==> src/rtl/perip_pkg.sv <==
// Shared encodings for the peripheral load/store adapter: access sizes,
// FSM state enum and the legality check applied at request acceptance.
package perip_pkg;

  localparam logic [1:0] SZ_B = 2'd0;
  localparam logic [1:0] SZ_H = 2'd1;
  localparam logic [1:0] SZ_W = 2'd2;
  localparam logic [1:0] SZ_X = 2'd3;

  typedef enum logic [2:0] {
    IDLE,
    WR,
    RD,
    CAP,
    RSP
  } state_e;

  // Illegal size or an address not aligned to the access width.
  function automatic logic is_bad_access(input logic [1:0] size, input logic [1:0] addr_lo);
    return (size == SZ_X) ||
           ((size == SZ_H) && addr_lo[0]) ||
           ((size == SZ_W) && (addr_lo != 2'b00));
  endfunction

endpackage

==> src/rtl/perip_lane_align.sv <==
// Combinational byte-lane logic: store mask, store data replication and
// load lane extraction with sign/zero extension.
module perip_lane_align
  import perip_pkg::*;
(
  input  logic [1:0]  size_i,
  input  logic [1:0]  addr_lo_i,
  input  logic        unsigned_i,
  input  logic [31:0] wdata_i,
  input  logic [31:0] rdata_i,
  output logic [3:0]  mask_o,
  output logic [31:0] wdata_o,
  output logic [31:0] rdata_o
);

  logic [7:0]  byte_sel;
  logic [15:0] half_sel;

  always_comb begin
    byte_sel = rdata_i[7:0];
    case (addr_lo_i)
      2'd1:    byte_sel = rdata_i[15:8];
      2'd2:    byte_sel = rdata_i[23:16];
      2'd3:    byte_sel = rdata_i[31:24];
      default: byte_sel = rdata_i[7:0];
    endcase
    half_sel = addr_lo_i[1] ? rdata_i[31:16] : rdata_i[15:0];
  end

  always_comb begin
    mask_o  = 4'b0000;
    wdata_o = wdata_i;
    rdata_o = rdata_i;
    case (size_i)
      SZ_B: begin
        mask_o  = 4'b0001 << addr_lo_i;
        wdata_o = {4{wdata_i[7:0]}};
        rdata_o = {{24{byte_sel[7] & ~unsigned_i}}, byte_sel};
      end
      SZ_H: begin
        mask_o  = 4'b0011 << {addr_lo_i[1], 1'b0};
        wdata_o = {2{wdata_i[15:0]}};
        rdata_o = {{16{half_sel[15] & ~unsigned_i}}, half_sel};
      end
      SZ_W: begin
        mask_o  = 4'b1111;
        wdata_o = wdata_i;
        rdata_o = rdata_i;
      end
      default: begin
        mask_o  = 4'b0000;
        wdata_o = wdata_i;
        rdata_o = rdata_i;
      end
    endcase
  end

endmodule

==> src/rtl/perip_lsu_adapter.sv <==
// Bridges a valid/ready core load/store port onto a simple peripheral bus:
// one write strobe per store, one-cycle-latency reads, registered response.
module perip_lsu_adapter
  import perip_pkg::*;
#(
  parameter logic [31:0] ERR_RDATA = 32'hDEAD_BEEF
) (
  input  logic        clk,
  input  logic        rst,
  input  logic        req_valid_i,
  output logic        req_ready_o,
  input  logic        req_we_i,
  input  logic [31:0] req_addr_i,
  input  logic [31:0] req_wdata_i,
  input  logic [1:0]  req_size_i,
  input  logic        req_unsigned_i,
  output logic        rsp_valid_o,
  input  logic        rsp_ready_i,
  output logic [31:0] rsp_rdata_o,
  output logic        rsp_err_o,
  output logic [31:0] perip_waddr_o,
  output logic [31:0] perip_wdata_o,
  output logic        perip_wen_o,
  output logic [3:0]  perip_mask_o,
  output logic [31:0] perip_raddr_o,
  input  logic [31:0] perip_rdata_i
);

  state_e      state_q, state_d;
  logic [31:0] addr_q;
  logic [31:0] wdata_q;
  logic [1:0]  size_q;
  logic        we_q;
  logic        unsigned_q;
  logic [31:0] rdata_q, rdata_d;
  logic        err_q, err_d;

  logic        accept;
  logic        req_bad;
  logic [3:0]  lane_mask;
  logic [31:0] lane_wdata;
  logic [31:0] lane_rdata;

  assign accept  = req_valid_i && (state_q == IDLE);
  assign req_bad = is_bad_access(req_size_i, req_addr_i[1:0]);

  perip_lane_align u_lane_align (
    .size_i     (size_q),
    .addr_lo_i  (addr_q[1:0]),
    .unsigned_i (unsigned_q),
    .wdata_i    (wdata_q),
    .rdata_i    (perip_rdata_i),
    .mask_o     (lane_mask),
    .wdata_o    (lane_wdata),
    .rdata_o    (lane_rdata)
  );

  // The response register is only written at acceptance and in CAP, so it
  // holds steady for as long as the core stalls in RSP.
  always_comb begin
    state_d = state_q;
    rdata_d = rdata_q;
    err_d   = err_q;
    case (state_q)
      IDLE: begin
        if (accept) begin
          rdata_d = req_bad ? ERR_RDATA : 32'h0;
          err_d   = req_bad;
          if (req_bad)       state_d = RSP;
          else if (req_we_i) state_d = WR;
          else               state_d = RD;
        end
      end
      WR:  state_d = RSP;
      RD:  state_d = CAP;
      CAP: begin
        rdata_d = lane_rdata;
        state_d = RSP;
      end
      RSP: begin
        if (rsp_ready_i) state_d = IDLE;
      end
      default: state_d = IDLE;
    endcase
  end

  always_ff @(posedge clk or posedge rst) begin
    if (rst) begin
      state_q    <= IDLE;
      addr_q     <= 32'h0;
      wdata_q    <= 32'h0;
      size_q     <= 2'b00;
      we_q       <= 1'b0;
      unsigned_q <= 1'b0;
      rdata_q    <= 32'h0;
      err_q      <= 1'b0;
    end else begin
      state_q <= state_d;
      rdata_q <= rdata_d;
      err_q   <= err_d;
      if (accept) begin
        addr_q     <= req_addr_i;
        wdata_q    <= req_wdata_i;
        size_q     <= req_size_i;
        we_q       <= req_we_i;
        unsigned_q <= req_unsigned_i;
      end
    end
  end

  assign req_ready_o   = (state_q == IDLE);
  assign rsp_valid_o   = (state_q == RSP);
  assign rsp_rdata_o   = rdata_q;
  assign rsp_err_o     = err_q;
  assign perip_waddr_o = {addr_q[31:2], 2'b00};
  assign perip_raddr_o = {addr_q[31:2], 2'b00};
  assign perip_wdata_o = lane_wdata;
  assign perip_wen_o   = (state_q == WR) && we_q;
  assign perip_mask_o  = (state_q == WR) ? lane_mask : 4'b0000;

endmodule

==> config.mk <==
export PLATFORM = sky130hd
export DESIGN_NAME = perip_lsu_adapter
export DESIGN_NICKNAME = d
export VERILOG_FILES = /design/src/rtl/perip_pkg.sv /design/src/rtl/perip_lane_align.sv /design/src/rtl/perip_lsu_adapter.sv
export SDC_FILE = /design/constraint.sdc
export NUM_CORES = 1
export LEC_CHECK = 0
export BUFFER_PORTS_ARGS = -buffer_cell sky130_fd_sc_hd__buf_2
export CAP_MARGIN = 40
export CORE_UTILIZATION = 43
export CTS_CLUSTER_DIAMETER = 50
export DETAILED_ROUTE_END_ITERATION = 16
export GPL_TIMING_DRIVEN = 1
export PLACE_DENSITY = 0.76
export SYNTH_ARGS = -nofsm -noshare
export SYNTH_HDL_FRONTEND = slang
export SYNTH_SLANG_ARGS = --single-unit
export TNS_END_PERCENT = 20
==> constraint.sdc <==
create_clock -name clk -period 4.2 [get_ports clk]
set_input_delay 1.26 -clock clk [delete_from_list [all_inputs] [get_ports clk]]
set_output_delay 1.26 -clock clk [all_outputs]
set_load 0.005 [all_outputs]
==> results.json <==
{
  "outcome": "complete, no violations",
  "io_buffers": 235,
  "fp.dieArea_sq_um": 13100,
  "num-nets-final": 740,
  "worstMarginPinSlew_ns": 0.794,
  "gp_congestion": 0.816,
  "yosysUniqueCellTypes": 39,
  "cp_top_family": "simple AND/OR/NAND/NOR gates",
  "worstSetupStartpointType": "register",
  "fmax_mhz": 282,
  "setup_viol": 0,
  "cp.depth": 3,
  "use_met2_pct": 36.1,
  "endpoint_kind": "output pin",
  "cp_slowest_cell": "nor2_1",
  "final.setup.tns_ns": 0,
  "synth_ff_type": "dfrtp_1",
  "grt_pass1_wl_mm": 21.0,
  "cts_sinks": 104,
  "met3_usage_pct": 5.13,
  "clkLatencyLatePin_ns": 0.35,
  "ys.warnings.count": 0,
  "ys_ff_latch": 104,
  "fillCellCount": 1069,
  "cts-buffers-inserted": 9,
  "cts_root_buffer": "clkbuf_16",
  "drive_gt1_share_pct": 54.0,
  "crit_arrival_ns": 2.28,
  "die_x_microns": 114,
  "fin_crit_ns": 3.54,
  "rr_worst_depth": 5,
  "cts.clk_slew.worst_paths_ns": 0.07,
  "hold_class": "reg -> reg",
  "power.combinational.fraction_pct": 44.8,
  "antenna_found_initial": 0,
  "grt_max_degree": 49,
  "postCtsSetupBuffers": 0,
  "dr.pass1.iters": 4,
  "cp.required_ns": 2.94,
  "internal-power_mw": 3.23,
  "ir_drop_mv": 0.391,
  "switching_share_pct": 35.8,
  "seq_area_frac_synth_pct": 47.9,
  "ctsHoldBuffers": 0,
  "holdWs_ns": 0.482,
  "met1_usage_pct": 24.7,
  "syn_inst": 480,
  "cp_max_fo": 18,
  "top_usage_layer": "met2",
  "whs_path_depth": 2,
  "seqPwrFrac_pct": 38.0,
  "total_leakage_power_nw": 3.18,
  "clockBufferDepth": 2,
  "overflow": 0,
  "routed_wl_mm": 13.6,
  "cap_violations": 0,
  "grt_pass1_vias": 4132,
  "cpPeakStageDelay_ns": 0.74,
  "die_y_microns": 114,
  "drt_iter0_markers": 228,
  "power_mw": 5.03,
  "cts-htree-levels": 3,
  "cts_tree": "built",
  "synth.avg_cell_area_sq_um": 11.3,
  "final_cell_mix": "buf_2 (235), dfrtp_1 (104), mux2_2 (82), o21ai_0 (37), nand2_1 (29)",
  "path_buf_inv": 1,
  "io_pins": 240,
  "clkPwrFrac_pct": 17.2,
  "drcViolationCount": 0,
  "dr_total_vias": 4197,
  "coreArea_sq_um": 12200,
  "maxSlewViolCount": 0,
  "cts-resized-gates": 0,
  "rsz0062_at_grt": "no",
  "synth-edff-count": 0,
  "start_util_pct": 44.7,
  "switching_power_mw": 1.80,
  "wl_per_cell_microns": 16.8,
  "syn_area_sq_um": 5440,
  "avgViaCountPerCell": 5.19,
  "finalHoldViolCount": 0,
  "p_per_area_nw_per_um2": 768,
  "fin_crit_sh_pct": 84.4,
  "fin_skew_ns": 0.00752,
  "diodes": 0,
  "async_flop_share_pct": 100,
  "fp-row-count": 40,
  "grt_usage_pct": 21.0,
  "syn2layout_area_growth_pct": 20.4,
  "final_common_cell": "buf_2",
  "final_antenna_net_count": 0,
  "path_cells": "nor2_1 -> mux2_2 -> buf_2",
  "hpwl_mm": 10.1,
  "path_class": "reg -> out",
  "relSlewSlack_pct": 46.9
}
-- kinds of logic (layout without fill, tap and decap cells) --
kind of cell / count (synthesis) / after routing / share of synthesized area (%)
and+or+nand+nor: 74 / 74 / 6.88
other: 1 / 4 / 0.0690
AOI/OAI and AO/OA: 94 / 94 / 11.5
muxes: 99 / 99 / 20.5
buffers and inverters: 108 / 266 / 13.2
DFF: 104 / 104 / 47.9
-- final cells by class --
type | instances | area [sq um] | share of cell area [%]
Timing Repair Buffer | 244 | 1260 | 19.3
Inverter | 6 | 25.0 | 0.382
Clock buffer | 11 | 253 | 3.86
Multi-Input combinational cell | 271 | 2140 | 32.7
Tap cell | 168 | 210 | 3.21
Sequential cell | 104 | 2600 | 39.7
Clock inverter | 5 | 55.1 | 0.841
-- per-stage QoR --
| stage | setup slack [ns] | cells | instance area (sq um) | utilization (%) |
|---|---|---|---|---|
| 3_5_place_dp | 1.02 | 792 | 6230 | 51.2 |
| 6_report | 0.657 | 809 | 6550 | 53.8 |
| 4_1_cts | 0.637 | 808 | 6540 | 53.8 |
| 5_1_grt | 0.527 | 809 | 6550 | 53.8 |
| 2_1_floorplan | 0.208 | 483 | 5450 | - |
| 3_3_place_gp | 1.07 | 791 | 6200 | 51.0 |
-- layer usage --
metal,wire length (microns),part of all wire [%]
met1,5460,40
met2,6810,50
met3,1050,7.7
met4,247,1.8
met5,0,0
-- synth_stat cells (2+ instances only) --
library cell,count,share of area [%]
nor3_1,4,0.37
nand3_1,3,0.28
nand2_1,29,2.0
nor2_1,11,0.76
or3_1,8,0.92
mux2i_1,15,2.8
mux2_2,82,17
nor2b_1,2,0.23
dfrtp_1,104,48
o21ai_0,37,3.4
buf_2,11,1.0
o211ai_1,2,0.28
a221o_1,16,2.9
clkbuf_1,11,0.76
a21o_1,6,0.83
a21oi_1,18,1.7
nor3b_1,3,0.41
inv_1,6,0.41
buf_4,78,11
a32o_1,2,0.37
nand2b_1,8,0.92
a221oi_1,7,1.1
-- tightest hold or removal path, stage by stage, from the launching register on --
cell	delay (ns)
dfrtp_1	0.34
nand2_1	0.04
o21ai_0	0.06
-- worst paths after layout --
kind                                start               end  slack (ns)
max reg2reg                     addr_q[1]   rsp_rdata_o[28]        1.92
min                        rsp_rdata_o[4]    rsp_rdata_o[4]        0.48
max                             size_q[0]  perip_wdata_o[8]        0.66
max in group asynchronous             rst        addr_q[19]        2.59
min reg2reg                rsp_rdata_o[4]    rsp_rdata_o[4]        0.48
min in group asynchronous             rst         addr_q[9]        0.97
-- sequential cells by signal, summed over array words and instances (netlist names) --
signal and cells:
wdata_q 32, addr_q 32, we_q 1, rsp_err_o 1
size_q 2, unsigned_q 1, rsp_rdata_o 32, state_q 3
-- power by group through the flow --
stage | Sequential, mW | Clock [mW] | Combinational [mW]
after detailed placement | 1.92 | 0 | 2.26
final | 1.91 | 0.864 | 2.25
after global placement | 1.89 | 0 | 2.21
after CTS | 1.91 | 0.886 | 2.27
after global routing | 1.99 | 0.912 | 2.49
after floorplan | 1.76 | 0 | 1.89
No activity file was read; power rests on OpenSTA's default activity.
